**src/rtl/instr_loader.sv**
```systemverilog
// Boot-time instruction-memory loader: length-framed byte stream in, one byte write per payload byte out.
// Optional trailing checksum byte when INSTR_LOADER_CHECKSUM_EN is defined.
module instr_loader #(
  parameter int unsigned ADDR_WIDTH = 10
) (
  input  logic                  clk,
  input  logic                  rst,
  input  logic                  in_valid,
  input  logic [7:0]            in_data,
  output logic                  in_ready,
  output logic                  mem_we,
  output logic [ADDR_WIDTH-1:0] mem_addr,
  output logic [7:0]            mem_wdata,
  output logic                  done,
  output logic                  error
);

  localparam int unsigned CNT_W = ADDR_WIDTH + 1;
  localparam logic [31:0] DEPTH = 32'(1) << ADDR_WIDTH;

  typedef enum logic [2:0] {
    S_LEN,
    S_DATA,
`ifdef INSTR_LOADER_CHECKSUM_EN
    S_CSUM,
`endif
    S_DONE,
    S_ERR
  } state_t;

  state_t                state, state_d;
  logic [31:0]           len_q, len_d;
  logic [1:0]            lbyte, lbyte_d;
  logic [CNT_W-1:0]      cnt, cnt_d;
  logic                  mem_we_d;
  logic [ADDR_WIDTH-1:0] mem_addr_d;
  logic [7:0]            mem_wdata_d;
  logic                  accept;
  logic [31:0]           len_full;
`ifdef INSTR_LOADER_CHECKSUM_EN
  logic [7:0]            sum, sum_d;
`endif

  // Ready is a pure decode of state so upstream never sees a valid->ready loop.
`ifdef INSTR_LOADER_CHECKSUM_EN
  assign in_ready = (state == S_LEN) || (state == S_DATA) || (state == S_CSUM);
`else
  assign in_ready = (state == S_LEN) || (state == S_DATA);
`endif
  assign accept   = in_valid && in_ready;
  assign len_full = {in_data, len_q[31:8]};

  always_ff @(posedge clk) begin
    if (rst) begin
      state     <= S_LEN;
      len_q     <= '0;
      lbyte     <= '0;
      cnt       <= '0;
      mem_we    <= 1'b0;
      mem_addr  <= '0;
      mem_wdata <= '0;
      done      <= 1'b0;
      error     <= 1'b0;
`ifdef INSTR_LOADER_CHECKSUM_EN
      sum       <= '0;
`endif
    end else begin
      state     <= state_d;
      len_q     <= len_d;
      lbyte     <= lbyte_d;
      cnt       <= cnt_d;
      mem_we    <= mem_we_d;
      mem_addr  <= mem_addr_d;
      mem_wdata <= mem_wdata_d;
      done      <= (state_d == S_DONE);
      error     <= (state_d == S_ERR);
`ifdef INSTR_LOADER_CHECKSUM_EN
      sum       <= sum_d;
`endif
    end
  end

  always_comb begin
    state_d     = state;
    len_d       = len_q;
    lbyte_d     = lbyte;
    cnt_d       = cnt;
    mem_we_d    = 1'b0;
    mem_addr_d  = mem_addr;
    mem_wdata_d = mem_wdata;
`ifdef INSTR_LOADER_CHECKSUM_EN
    sum_d       = sum;
`endif
    case (state)
      S_LEN: begin
        // Length shifts in from the top so the first (LSB) byte lands in [7:0] after four bytes.
        if (accept) begin
          len_d   = len_full;
          lbyte_d = lbyte + 2'd1;
          if (lbyte == 2'd3) begin
            if (len_full > DEPTH)
              state_d = S_ERR;
            else if (len_full != 32'd0)
              state_d = S_DATA;
            else
`ifdef INSTR_LOADER_CHECKSUM_EN
              state_d = S_CSUM;
`else
              state_d = S_DONE;
`endif
          end
        end
      end
      S_DATA: begin
        if (accept) begin
          mem_we_d    = 1'b1;
          mem_addr_d  = cnt[ADDR_WIDTH-1:0];
          mem_wdata_d = in_data;
          cnt_d       = cnt + CNT_W'(1);
`ifdef INSTR_LOADER_CHECKSUM_EN
          sum_d       = sum + in_data;
`endif
          if (32'(cnt) == len_q - 32'd1)
`ifdef INSTR_LOADER_CHECKSUM_EN
            state_d = S_CSUM;
`else
            state_d = S_DONE;
`endif
        end
      end
`ifdef INSTR_LOADER_CHECKSUM_EN
      S_CSUM: begin
        if (accept)
          state_d = (in_data == sum) ? S_DONE : S_ERR;
      end
`endif
      default: ;
    endcase
  end

endmodule
```
**config.mk**
```make
export PLATFORM = sky130hd
export DESIGN_NAME = instr_loader
export DESIGN_NICKNAME = d
export VERILOG_FILES = /design/src/rtl/instr_loader.sv
export SDC_FILE = /design/constraint.sdc
export NUM_CORES = 1
export LEC_CHECK = 0
export ABC_CLOCK_PERIOD_IN_PS = 4200
export CAP_MARGIN = 20
export CORE_UTILIZATION = 55
export CTS_CLUSTER_DIAMETER = 60
export DETAILED_ROUTE_END_ITERATION = 8
export PLACE_DENSITY = 0.78
export REMOVE_ABC_BUFFERS = 1
export SLEW_MARGIN = 10
export SYNTH_ARGS = -nofsm -noshare
export SYNTH_HDL_FRONTEND = slang
export SYNTH_SLANG_ARGS = --single-unit
```
**constraint.sdc**
```tcl
create_clock -name clk -period 4.2 [get_ports clk]
set_input_delay 1.26 -clock clk [delete_from_list [all_inputs] [get_ports clk]]
set_output_delay 1.26 -clock clk [all_outputs]
set_load 0.1 [all_outputs]
```
Yosys cells after proc, flatten, opt, wreduce, memory -nomap -nowiden
Cells that the tools add are included.
{ "totals": {"reg_bits": 69, "latchBits": 0, "ram_bits": 0, "rom_bits": 0, "in_bits": 11, "output_inout_bits": 22, "wordCells": 34, "memories": 0} }
{ "op_classes": {"add_sub_neg": 3, "multipliers": 0, "div_mod_pow": 0, "n_lt_le_gt_ge": 1, "eq_ne": 5, "shifts": 0, "mux": 8, "bitwise_logic": 1, "reduce_logical": 7} }
{ "ops": {"columns": ["cell", "n"], "rows": [
  ["$eq 11x32->1", 1],
  ["$gt 32x11->1 const B", 1],
  ["$reduce_bool 32->1", 1],
  ["$sub 32x1->32 const B", 1],
  ["$mux 3", 4],
  ["$add 11x1->11 const B", 1],
  ["$eq 3x2->1 const B", 2],
  ["$pmux 3 s2", 1],
  ["$mux 2", 2],
  ["$reduce_and 2->1", 2],
  ["$eq 3x1->1 const B", 1],
  ["$logic_not 3->1", 1],
  ["$add 2x1->2 const B", 1],
  ["$eq 2x2->1 const B", 1],
  ["$reduce_or 2->1", 1],
  ["$logic_and 1x1->1", 1],
  ["$logic_or 1x1->1", 1],
  ["$mux 1", 1],
  ["$not 1->1", 1]
]} }

Logic depth before layout (Yosys ltp)
{ "logic_depth": {"word_depth": 7, "mapped_depth": 9, "mapped_depth_nobuf": 9} }

Worst setup path after synthesis
Ideal clock, no wire load.
{ "synth_timing": {"path_type": "register to register", "start": "register state[2]", "end": "register done", "setup_time_ns": 0.079, "arrival_time_ns": 3.406, "t_required_ns": 4.121, "setup_slack_ns": 0.715, "stages_incl_launch_ff": 9, "n_path_buf": 1, "synth_period_minus_slack_ns": 3.485, "cell_sequence": "dfxtp_1 -> nor2_1 -> and3_1 -> clkbuf_1 -> nand4_1 -> a2111oi_2 -> o2111ai_1 -> or4_4 -> a211oi_2"} }
{ "synth_via": {"elab_chain_cells": 6, "elab_cells_between_ends": 10, "classes_between": "eq/ne (2); mux (5); reduce/logical (3)"} }
{ "synth_rtl": {"columns": ["item", "line_no", "source"], "rows": [
  ["start: declaration", "31", "state_t state, state_d;"],
  ["start signal: assignment", "68", "state <= state_d;"],
  ["$eq 3x1->1 / $logic_not 3->1 (equally long branches)", "48", "assign in_ready = (state == S_LEN) || (state == S_DATA);"],
  ["$logic_or 1x1->1 *", "48", null],
  ["named net in_ready", "10", "output logic in_ready,"],
  ["$logic_and 1x1->1 *", "50", "assign accept = in_valid && in_ready;"],
  ["$mux 3 (on tied branches)", "115, 97", null],
  ["$pmux 3 s2 *", "94", "case (state)"],
  ["$eq 3x2->1 *", "75", "done <= (state_d == S_DONE);"],
  ["end signal: assignment", "75", null],
  ["end: declaration", "14", "output logic done,"]
]} }
The timed path passes the listed nets; every way through them passes the cells marked *.
A chain may end at the register's enable or synchronous reset.

Worst setup path after layout
{ "layout_timing": {"start": "register mem_wdata[6]", "end": "output port mem_wdata[6]"} }
{ "layout_rtl": {"columns": ["item", "line_no", "source"], "rows": [
  ["start: declaration", "13", "output logic [7:0] mem_wdata,"],
  ["start signal: assignment", "74", "mem_wdata <= mem_wdata_d;"]
]} }
No word-level cell between the ends.

==> impl_results.md <==
- Status: complete, no violations
- Post-Synth Simple-Gate Area: about 30%
- Post-route ant nets: 0
- Dpl ws: between 0.8 and 0.9 ns
- Post-CTS Setup Inserts: 0
- Fill count: between 400 and 500
- VDD IR-drop max: about 250 µV
- Largest net degree at the start of global routing: 52
- Core area: about 0.0056 mm²
- Crit share post-route: around 73%
- Synth top area cells: dfxtp_1 43%, nand2_1 14%, a21oi_1 9.2%, xnor2_1 3.5%, nor2_1 3.4%
- Post-CTS sizing: 0
- Clk slew on worst S/H paths: approximately 0.070 ns
- Hold buffers post-CTS: 0
- Commonest cells after routing, fill and taps aside: 116 x nand2_1, 69 x dfxtp_1, 59 x a21oi_1
- CP required: 2.94 ns
- H-tree Lvls: 3
- Top delay family on crit path: buffers and inverters
- Fin nets: 453
- Register area share after synthesis: a little over two fifths
- CP startpoint: mem_wdata[6]$_SDFFE_PP0P_
- RSZ-0062 raised after global routing: false
- Cell Pwr Density: 347 mW/mm²
- Root Buffer: clkbuf_8
- I/O Pins: 33
- Vias per Instance: 5.82
- Chip width: 78.6 µm
- WP buf/inv: 1
- Worst r2r src: len_q[0]$_SDFFE_PP0P_
- Leak: ~1.3 nW
- Final Wtd Congestion: around 0.87
- Mux contribution to synthesized area: 0.310%
- Drt pass-1 iters: 4
- Port bufs: 32
- Avg Inst Size Synth: roughly 7.6 µm²
- First-pass GRT wire length: 12800 µm
- Synth Area in Adders: 1.16%
- Hold Crit Class: reg -> reg
- TNS Setup: 0 ns
- Async set or reset register ratio after synthesis: 0%
- Cell taking the most area after synthesis: dfxtp_1
- Worst-Skew Late Latency: between 0.3 and 0.4 ns
- Ordered cell list for the critical path: clkdlybuf4s50_1
- Total gr overflow: 0
- Min cycle time layout: 3.08 ns
- Final Hold Viols: 0
- Commonest non-fill, non-tap cell in the layout: nand2_1
- Mapped Cells: 423
- CTS tree: built
- Critical Path Max Stage Delay: between 1 and 1.5 ns
- Post-synth top flop: dfxtp_1
- Syn-to-layout area delta: 14.6%
- Post-synth EDFFs: 0
- Vias in the first global route: ~2600
- R2R setup slack: 1.27 ns
- DR WL/cell: between 15 and 20 µm
- Fmax: between 300 and 400 MHz
- Post-DP HPWL: roughly 5200 µm
- CTS Buffer Depth: 2
- Max-slew violations: 0
- Critical Path End Type: primary output
- Slowest cell on crit path: clkdlybuf4s50_1
- Std cell rows: 27
- Residual DRC: 0
- Worst Setup Start Kind: register
- Iteration-0 DRC count of the detailed router: approximately 220
- Mapped cell area: roughly 0.0032 mm²
- Worst-Margin Slew: 0.971 ns
- Clock buffer count from CTS: 9
- Die ar.: a little over 0.006 mm²
- # setup viols final: 0
- Critical-path maximum fanout: 2
- Flops & latches, synth: slightly below 70
- Ys Warns: 0
- Hold path start: mem_addr[6]$_SDFFE_PP0P_
- Area of the multi-input gates: ~0.0017 mm²
- Relative slew margins: a little over a third
- Worst Skew: between 0.006 and 0.007 ns
- Max Cap Viol: 0
- Main combinational cell family by area after synthesis: simple AND/OR/NAND/NOR gates
- Critical path type: reg -> out
- Worst Path Arrival: between 1.5 and 2 ns
- Setup WS post-layout: approximately 1.1 ns
- Total Routed Length: 7780 µm
- Yosys top cell area share: between 40% and 50%
- N_diodes: 0
- Die H: roughly 80 µm
- Gr usage total: about 27%
- Clock Sinks: between 60 and 70
- FF/Latch Area: ~0.0014 mm²
- Initial Utilization: ~58%
- Synth Area in Compound Gates: 14.7%
- Share of layout cells above drive strength 1: approximately 6.6%
- Initial antenna violation count: 0
- Distinct cells, synth: 45
- Total number of vias: 2989
- Synth Area in XOR/XNOR: approximately 6.5%
[stage by stage]
| step | instance area, µm² | hold WS (ns) | util [%] | total power, mW | std cells |
|---|---|---|---|---|---|
| detailed placement | 3530 | 0.446 | 63.3 | 0.822 | 500 |
| global route | 3700 | 0.470 | 66.3 | 1.33 | 514 |
| global placement | 3530 | 0.441 | 63.3 | 0.819 | 500 |
| finish | 3700 | 0.452 | 66.3 | 1.28 | 514 |
| floorplan | 3100 | 0.434 | - | 0.773 | 392 |
| CTS | 3700 | 0.454 | 66.3 | 1.29 | 514 |
[cell usage after synthesis, drive strengths merged, types with 2 or more instances]
library cell	n
nor2	29
nor2b	3
inv	3
o2111ai	2
nand2	116
nor4	13
or3	3
a21oi	59
o2bb2ai	2
or4	5
buf	3
xnor2	13
nand3	9
and3	3
nor3	9
o21ai	5
nand2b	2
clkbuf	28
xor2	11
ha	3
dfxtp	69
nand3b	2
a31oi	3
a211oi	3
nand4	10
[report_power, final]
group,internal (mW),switching (mW),leakage (nW)
combinational,0.0484,0.0800,0.618
clock,0.238,0.234,0.0881
sequential,0.667,0.0146,0.558
[kinds of logic (layout without fill, tap and decap cells)]
group | count (synthesis) | in the layout
and+or+nand+nor | 210 | 210
AOI/OAI and AO/OA | 82 | 82
DFF | 69 | 69
buffers and inverters | 34 | 53
xor gates and xnor gates | 24 | 24
adders and majority gates | 3 | 3
muxes | 1 | 1
[path summary, 6_finish.rpt]
check / endpoint / cells past startpoint
hold / removal: mem_addr[6]$_SDFFE_PP0P_ / 2
setup / recovery: mem_wdata[6] / 1
hold reg to reg: mem_addr[6]$_SDFFE_PP0P_ / 2
setup reg to reg: done$_SDFF_PP0_ / 9
[per-layer routing]
metal | global-route usage (%) | vias up | share of wire (%)
met5 | 0 | - | 0
met4 | 10.9 | 0 | 2.6
met3 | 7.09 | 18 | 4.7
met2 | 38.8 | 85 | 45
met1 | 37.9 | 1404 | 48
li1 | - | 1482 | -
[final cells by class]
cell class	instances	share of cell area, %
Multi-Input combinational cell	320	46.1
Sequential cell	69	37.4
Timing Repair Buffer	36	9.28
Clock buffer	12	4.20
Tap cell	72	2.44
Inverter	3	0.305
Clock inverter	2	0.271
[flip-flops by register name, indices dropped and copies added, names as in the netlist]
name	cells
cnt	11
done	1
error	1
lbyte	2
len_q	32
mem_addr	10
mem_wdata	8
mem_we	1
state	3
(Power assumes the default switching activity.)
